===== config.mk =====
export PLATFORM = sky130hd
export DESIGN_NAME = apb_addr_decode_flat
export DESIGN_NICKNAME = d
export VERILOG_FILES = /design/src/rtl/apb_addr_decode_if.sv /design/src/rtl/apb_addr_decode.sv /design/src/flat_wrapper.sv
export SDC_FILE = /design/constraint.sdc
export NUM_CORES = 1
export LEC_CHECK = 0
export CAP_MARGIN = 20
export CORE_MARGIN = 2
export CORE_UTILIZATION = 35
export CTS_BUF_LIST = sky130_fd_sc_hd__clkbuf_4
export DETAILED_ROUTE_END_ITERATION = 7
export GPL_TIMING_DRIVEN = 0
export PLACE_DENSITY = 0.81
export SLEW_MARGIN = 20
export SYNTH_ARGS = -nofsm -noshare
export SYNTH_HDL_FRONTEND = slang
export SYNTH_SLANG_ARGS = --single-unit
export TNS_END_PERCENT = 30

===== constraint.sdc =====
create_clock -name clk_i -period 0.8 [get_ports clk_i]
set_input_delay 0.16 -clock clk_i [delete_from_list [all_inputs] [get_ports clk_i]]
set_output_delay 0.16 -clock clk_i [all_outputs]
set_load 0.03 [all_outputs]

===== src/rtl/apb_addr_decode_if.sv =====
`default_nettype none
// ============================================================================
//  Module   : apb_addr_decode_if
//  Purpose  : Bundles the address, rule map and decode results exchanged
//             between a bus front-end (master) and the address decoder
//             (slave).
//  Revision : 1.0  initial release
// ============================================================================
interface apb_addr_decode_if #(
  parameter int unsigned NoIndices = 1,
  parameter int unsigned NoRules   = 1,
  parameter int unsigned AddrWidth = 32
);
  // Derived from NoIndices; never set independently.
  localparam int unsigned IdxWidth = (NoIndices > 1) ? $clog2(NoIndices) : 1;

  logic [AddrWidth-1:0]         addr_i;
  logic [NoRules*32-1:0]        rule_idx_i;
  logic [NoRules*AddrWidth-1:0] rule_start_i;
  logic [NoRules*AddrWidth-1:0] rule_end_i;
  logic                         en_default_idx_i;
  logic [IdxWidth-1:0]          default_idx_i;
  logic [IdxWidth-1:0]          idx_o;
  logic                         dec_valid_o;
  logic                         dec_error_o;

  modport master (
    output addr_i, rule_idx_i, rule_start_i, rule_end_i,
           en_default_idx_i, default_idx_i,
    input  idx_o, dec_valid_o, dec_error_o
  );

  modport slave (
    input  addr_i, rule_idx_i, rule_start_i, rule_end_i,
           en_default_idx_i, default_idx_i,
    output idx_o, dec_valid_o, dec_error_o
  );
endinterface
`default_nettype wire


===== src/rtl/apb_addr_decode.sv =====
`default_nettype none
// ============================================================================
//  Module   : apb_addr_decode
//  Purpose  : Registered address-map decoder. Matches the address against
//             NoRules half-open [start,end) ranges and returns the target
//             index of the highest-numbered matching rule, with an optional
//             default index on a miss. One cycle of latency.
//  Revision : 1.0  initial release
// ============================================================================
module apb_addr_decode #(
  parameter int unsigned NoIndices = 1,
  parameter int unsigned NoRules   = 1,
  parameter int unsigned AddrWidth = 32
) (
  input  logic                   clk_i,
  input  logic                   rst_i,
  apb_addr_decode_if.slave       bus
);

  localparam int unsigned IdxWidth = (NoIndices > 1) ? $clog2(NoIndices) : 1;
  localparam logic [31:0] c_NO_INDICES = 32'(NoIndices);

  logic [AddrWidth-1:0] w_start;
  logic [AddrWidth-1:0] w_end;
  logic [31:0]          w_ridx;
  logic                 w_hit;
  logic [IdxWidth-1:0]  w_hit_idx;
  logic [IdxWidth-1:0]  w_idx;
  logic                 w_valid;
  logic                 w_error;

  logic [IdxWidth-1:0]  r_idx;
  logic                 r_valid;
  logic                 r_error;

  // Scan rules in ascending order so a later (higher-numbered) match
  // overrides an earlier one. Empty ranges (start >= end) fail the compare
  // naturally; out-of-range target indices are skipped explicitly.
  always_comb begin
    w_start   = '0;
    w_end     = '0;
    w_ridx    = '0;
    w_hit     = 1'b0;
    w_hit_idx = '0;
    for (int r = 0; r < int'(NoRules); r++) begin
      w_start = bus.rule_start_i[r*AddrWidth +: AddrWidth];
      w_end   = bus.rule_end_i[r*AddrWidth +: AddrWidth];
      w_ridx  = bus.rule_idx_i[r*32 +: 32];
      if ((w_ridx < c_NO_INDICES) &&
          (bus.addr_i >= w_start) && (bus.addr_i < w_end)) begin
        w_hit     = 1'b1;
        w_hit_idx = w_ridx[IdxWidth-1:0];
      end
    end
  end

  // Resolve the miss case: default index if enabled, otherwise flag error.
  always_comb begin
    w_idx   = '0;
    w_valid = 1'b0;
    w_error = 1'b0;
    if (w_hit) begin
      w_idx   = w_hit_idx;
      w_valid = 1'b1;
    end else if (bus.en_default_idx_i) begin
      w_idx   = bus.default_idx_i;
    end else begin
      w_error = 1'b1;
    end
  end

  // Single output register stage; reset clears all results immediately.
  always_ff @(posedge clk_i or posedge rst_i) begin
    if (rst_i) begin
      r_idx   <= '0;
      r_valid <= 1'b0;
      r_error <= 1'b0;
    end else begin
      r_idx   <= w_idx;
      r_valid <= w_valid;
      r_error <= w_error;
    end
  end

  assign bus.idx_o       = r_idx;
  assign bus.dec_valid_o = r_valid;
  assign bus.dec_error_o = r_error;

endmodule
`default_nettype wire


===== src/flat_wrapper.sv =====
// flat-port wrapper written by rule: the top's interface ports become plain ports
module apb_addr_decode_flat 
#(
  parameter int unsigned NoIndices = 1,
  parameter int unsigned NoRules   = 1,
  parameter int unsigned AddrWidth = 32
)
  (clk_i, rst_i, bus_addr_i, bus_rule_idx_i, bus_rule_start_i, bus_rule_end_i, bus_en_default_idx_i, bus_default_idx_i, bus_idx_o, bus_dec_valid_o, bus_dec_error_o);
  apb_addr_decode_if #(.NoIndices(NoIndices), .NoRules(NoRules), .AddrWidth(AddrWidth)) bus_i ();
  input  logic clk_i;
  input  logic rst_i;
  input wire logic [$bits(bus_i.addr_i)-1:0] bus_addr_i;
  input wire logic [$bits(bus_i.rule_idx_i)-1:0] bus_rule_idx_i;
  input wire logic [$bits(bus_i.rule_start_i)-1:0] bus_rule_start_i;
  input wire logic [$bits(bus_i.rule_end_i)-1:0] bus_rule_end_i;
  input wire logic [$bits(bus_i.en_default_idx_i)-1:0] bus_en_default_idx_i;
  input wire logic [$bits(bus_i.default_idx_i)-1:0] bus_default_idx_i;
  output wire logic [$bits(bus_i.idx_o)-1:0] bus_idx_o;
  output wire logic [$bits(bus_i.dec_valid_o)-1:0] bus_dec_valid_o;
  output wire logic [$bits(bus_i.dec_error_o)-1:0] bus_dec_error_o;
  assign bus_i.addr_i = bus_addr_i;
  assign bus_i.rule_idx_i = bus_rule_idx_i;
  assign bus_i.rule_start_i = bus_rule_start_i;
  assign bus_i.rule_end_i = bus_rule_end_i;
  assign bus_i.en_default_idx_i = bus_en_default_idx_i;
  assign bus_i.default_idx_i = bus_default_idx_i;
  assign bus_idx_o = bus_i.idx_o;
  assign bus_dec_valid_o = bus_i.dec_valid_o;
  assign bus_dec_error_o = bus_i.dec_error_o;
  apb_addr_decode #(.NoIndices(NoIndices), .NoRules(NoRules), .AddrWidth(AddrWidth)) u_core (.clk_i(clk_i), .rst_i(rst_i), .bus(bus_i));
endmodule

-- Yosys cells after proc, flatten, opt, wreduce, memory -nomap -nowiden
Index checks and enable logic that the tools add are counted.
- register bits after elaboration: 3
- bits of input ports: 132
- word-level logic and storage cells: 15
- magnitude comparators: 3
- muxes and demuxes: 7
- reductions and logical operators: 2
- operator list (kind ; count):
    greater-or-equal comparator 32 bit ; 1
    less-than comparator 32 x 1 -> 1 bit (second input constant) ; 1
    less-than comparator 32 bit ; 1
    2-to-1 mux 1 bit ; 7
    logical AND 1 bit ; 2

-- Logic depth before layout (Yosys ltp)
- word-level depth: 5
- depth in mapped cells: 8
- depth with buffers taken out: 8

-- Worst setup path before layout
Ideal clock, no wire load.
- path kind: input -> register
- from: in bus_addr_i[0]
- to: reg u_core.r_valid (netlist: u_core.bus.dec_valid_o)
- data arrival time: 1.562 ns
- required time: 0.681 ns
- slack: -0.881 ns
- stages on the path: 8
- buffers on the path: 0
- path through: inv_1 ha_1 nand2b_4 a2111oi_4 o31ai_1 a311oi_1 o311ai_1 and2_1
- longest elaborated chain between the ends: 5
- RTL lines (what ; RTL line ; text):
    start: declaration ; flat_wrapper.sv:12 ; input wire logic [$bits(bus_i.addr_i)-1:0] bus_addr_i;
    greater-or-equal comparator 32 bit ; apb_addr_decode.sv:50 ; (bus.addr_i >= w_start) && (bus.addr_i < w_end)) begin
    logical AND 1 bit ; apb_addr_decode.sv:49 ; if ((w_ridx < c_NO_INDICES) &&
    logical AND 1 bit (*) ; apb_addr_decode.sv:50 ;
    2-to-1 mux 1 bit (*) ; apb_addr_decode.sv:49 ;
    via u_core.w_hit ; apb_addr_decode.sv:26 ; logic w_hit;
    2-to-1 mux 1 bit (*) ; apb_addr_decode.sv:62 ; if (w_hit) begin
    end signal: assignment ; apb_addr_decode.sv:80 ; r_valid <= w_valid;
    end: declaration ; apb_addr_decode.sv:33 ; logic r_valid;
Mark *: on every way through the listed nets, which the timed path passes. The rest lies on a longest branch.

-- Worst setup path after layout
- from: in bus_addr_i[27]
- to: reg u_core.r_valid (netlist: u_core.bus.dec_valid_o)
Same word-level chain as after synthesis.

==> results <==
## metrics by stage
stage | utilization [%] | TNS [ns] | total power, uW | hold slack [ns]
floorplan | - | -2.24 | 773 | -0.0864
global placement | 67.5 | -5.52 | 1570 | 0.336
detailed placement | 67.5 | -5.62 | 1620 | 0.369
CTS | 80.7 | -3.12 | 2250 | 0.107
global route | 81.9 | -3.53 | 2560 | 0.114
finish | 81.9 | -3.33 | 2390 | 0.0851
## cells in the final DEF, fill, tap and decap left out, drive strengths merged
cell type,count
nand3,6
a221o,1
o211ai,1
o311ai,1
and4,2
a221oi,1
a211o,2
o21ai,2
a311oi,1
buf,20
clkbuf,8
o31ai,2
a21o,7
dfrtp,3
a211oi,1
inv,65
a31oi,1
a2111oi,2
or3,2
nand2,12
and2,2
clkdlybuf4s15,11
ha,63
dlymetal6s2s,6
dlygate4sd2,79
nor4,8
a21oi,23
o22ai,1
nand4,12
clkdlybuf4s50,26
nand2b,2
nor2,7
o221ai,1
a21boi,1
o21a,3
## cell type report
class                           count  area [um^2]  area share (%)
Multi-Input combinational cell    167         2170            55.0
Timing Repair Buffer              146         1330            33.7
Inverter                           65          259            6.57
Tap cell                           67         83.8            2.12
Sequential cell                     3         75.1            1.90
Clock buffer                        4         30.0           0.761
## state kept, by name, summed over array words and instances (netlist names)
register,flops
u_core.bus.idx_o,1
u_core.bus.dec_valid_o,1
u_core.bus.dec_error_o,1
## routing by layer
| metal | global-route usage [%] | share of wire (%) | up-vias |
|---|---|---|---|
| li1 | - | - | 1132 |
| met1 | 25.6 | 35 | 1060 |
| met2 | 49.2 | 56 | 94 |
| met3 | 4.02 | 6.7 | 22 |
| met4 | 8.38 | 2.6 | 2 |
| met5 | 0 | 0.17 | - |
## cell usage after synthesis, types with 2 or more instances
cell      n  share of area, %
or3_1     2              0.71
nand2_1  12               2.5
ha_1     63                44
nor4_2    3               2.1
inv_1    65                14
nand4_1  12               4.2
and4_1    2              0.99
o31ai_1   2              0.85
o21a_1    3               1.3
a211o_1   2              0.99
o21ai_0   2              0.56
nand3_1   6               1.7
a21oi_1  22               6.2
nor4_1    5               1.8
a21o_1    7               3.0
nor2_1    7               1.5
dfrtp_1   3               4.2
## worst max-delay path, stage by stage
cell	delay, ns
dlygate4sd2_1	0.33
ha_4	0.25
a21oi_2	0.12
o21a_1	0.16
o22ai_2	0.08
a311oi_2	0.35
o311ai_4	0.17
and2_1	0.18
## logic make-up (layout without fill, tap and decap cells)
family	after synthesis	in the layout	synth area share (%)
adders and majority gates	63	63	44.4
buffers and inverters	65	215	13.8
DFF	3	3	4.23
and+or+nand+nor	53	53	17.3
AOI/OAI and AO/OA	51	51	20.2
## where the power goes
group | internal, uW | total (uW) | switching [uW]
Clock | 224 | 361 | 136
Combinational | 1060 | 1870 | 808
Sequential | 157 | 159 | 1.27
## worst paths after layout
| path | depth (start not counted) | to | slack [ns] | from |
|---|---|---|---|---|
| max | 8 | u_core.bus.dec_valid_o | -0.86 | bus_addr_i[27] |
| min in group clk_i | 5 | u_core.bus.idx_o | 0.43 | bus_addr_i[31] |
| max in group asynchronous | 2 | u_core.bus.dec_error_o | 0.57 | rst_i |
| min | 2 | u_core.bus.idx_o | 0.09 | rst_i |
## repair_timing
action                     4_1_cts  5_1_grt
setup buffers                   11        1
gates resized for setup        260       26
pin swaps                      102       22
setup endpoints to repair        6        6
==> summary.md <==
| Metric | Value |
|---|---|
| Status | complete, but fails checks |
| Failing checks | setup timing |
| Starting Density | 36.8% |
| Vias per cell | 5.11 |
| Worst EP required | 0.95 ns |
| Routed via count | 2310 |
| Largest net degree at the start of global routing | 4 |
| Die H | 75.2 um |
| Worst slack, placed | -1.58 ns |
| Fraction of layout cells with a size suffix above 1 | 40.3% |
| Design area | 3950 um^2 |
| Synth Warn # | 0 |
| Critical path class | input pin to flip-flop |
| CTS tree | yes |
| Crit start category | input pin |
| Maximum VDD drop | 0.406 mV |
| Pwr Density | 605 nW/um^2 |
| Dpl cell area | 3250 um^2 |
| CP max FO | 3 |
| Worst-path clk slew | 0.05 ns |
| Filler cells | 337 |
| First-pass GRT wire length | around 11 mm |
| Post-Layout Cell Count | between 400 and 500 |
| Crit. End Element | flip-flop |
| Hold Crit Class | input pin to asynchronous set/reset pin |
| Mapped Cells | 235 |
| Hold Buf Count CTS | 0 |
| Clk sinks | 3 |
| Nets | 581 |
| HPWL Detailed | 5.20 mm |
| Distinct cell type count after synthesis | 34 |
| Gr usage total | 24.7% |
| Leakage | 0.00187 uW |
| Final setup fails | 6 |
| Initial antenna violation count | 1 |
| Ant diodes | 0 |
| CP arrival | 1.81 ns |
| FFs w/ async S/R, synth | 100% |
| Core area | 4820 um^2 |
| Rows | 25 |
| Clock tree buffer depth | 2 |
| Post-route setup slack | -0.860 ns |
| RD Place Congestion | around 0.76 |
| H-tree Lvls | 1 |
| Buffers on Ports | approximately 130 |
| Io pins | between 100 and 150 |
| Final min period | 1.66 ns |
| Die Span X | between 70 and 80 um |
| Hold Fails Final Rpt | 0 |
| Cell area after synthesis | 1770 um^2 |
| CTS root buffer | clkbuf_4 |
| WL/cell | ~17 um |
| DP Cell Count | 436 |
| Remaining antenna violation count | 0 |
| Slew HR | 78.1% |
| Vias in the first global route | 2442 |
| Syn avg cell area | 7.55 um^2 |
| Sequential-to-total area share from yosys stat | 4.23% |
| Maxcap violations | 0 |
| Fmax | 0.602 GHz |
| Max-slew violations | 0 |
| Fin crit share | 207% |
| Register bit total from synthesis | 3 |
| Ys flop type | dfrtp_1 |
| Syn Nets | 430 |
| Slew @ Worst Pin | 0.329 ns |
| 1st-pass router iterations | 4 |
| Residual DRC | 0 |
| Iter 0 DRT Violations | 54 |
| Die area | 5650 um^2 |
| Detailed-route wire length | 7.48 mm |
| Unrepaired setup endpoints after global routing | yes |
| Layout area overhead | 122% |
| Number of enable flip-flop cells after synthesis | 0 |
| Remaining Overflow, GRT | 0 |
| Num CTS Buffers | 3 |
Note: power is estimated with default switching activity, not from simulation.
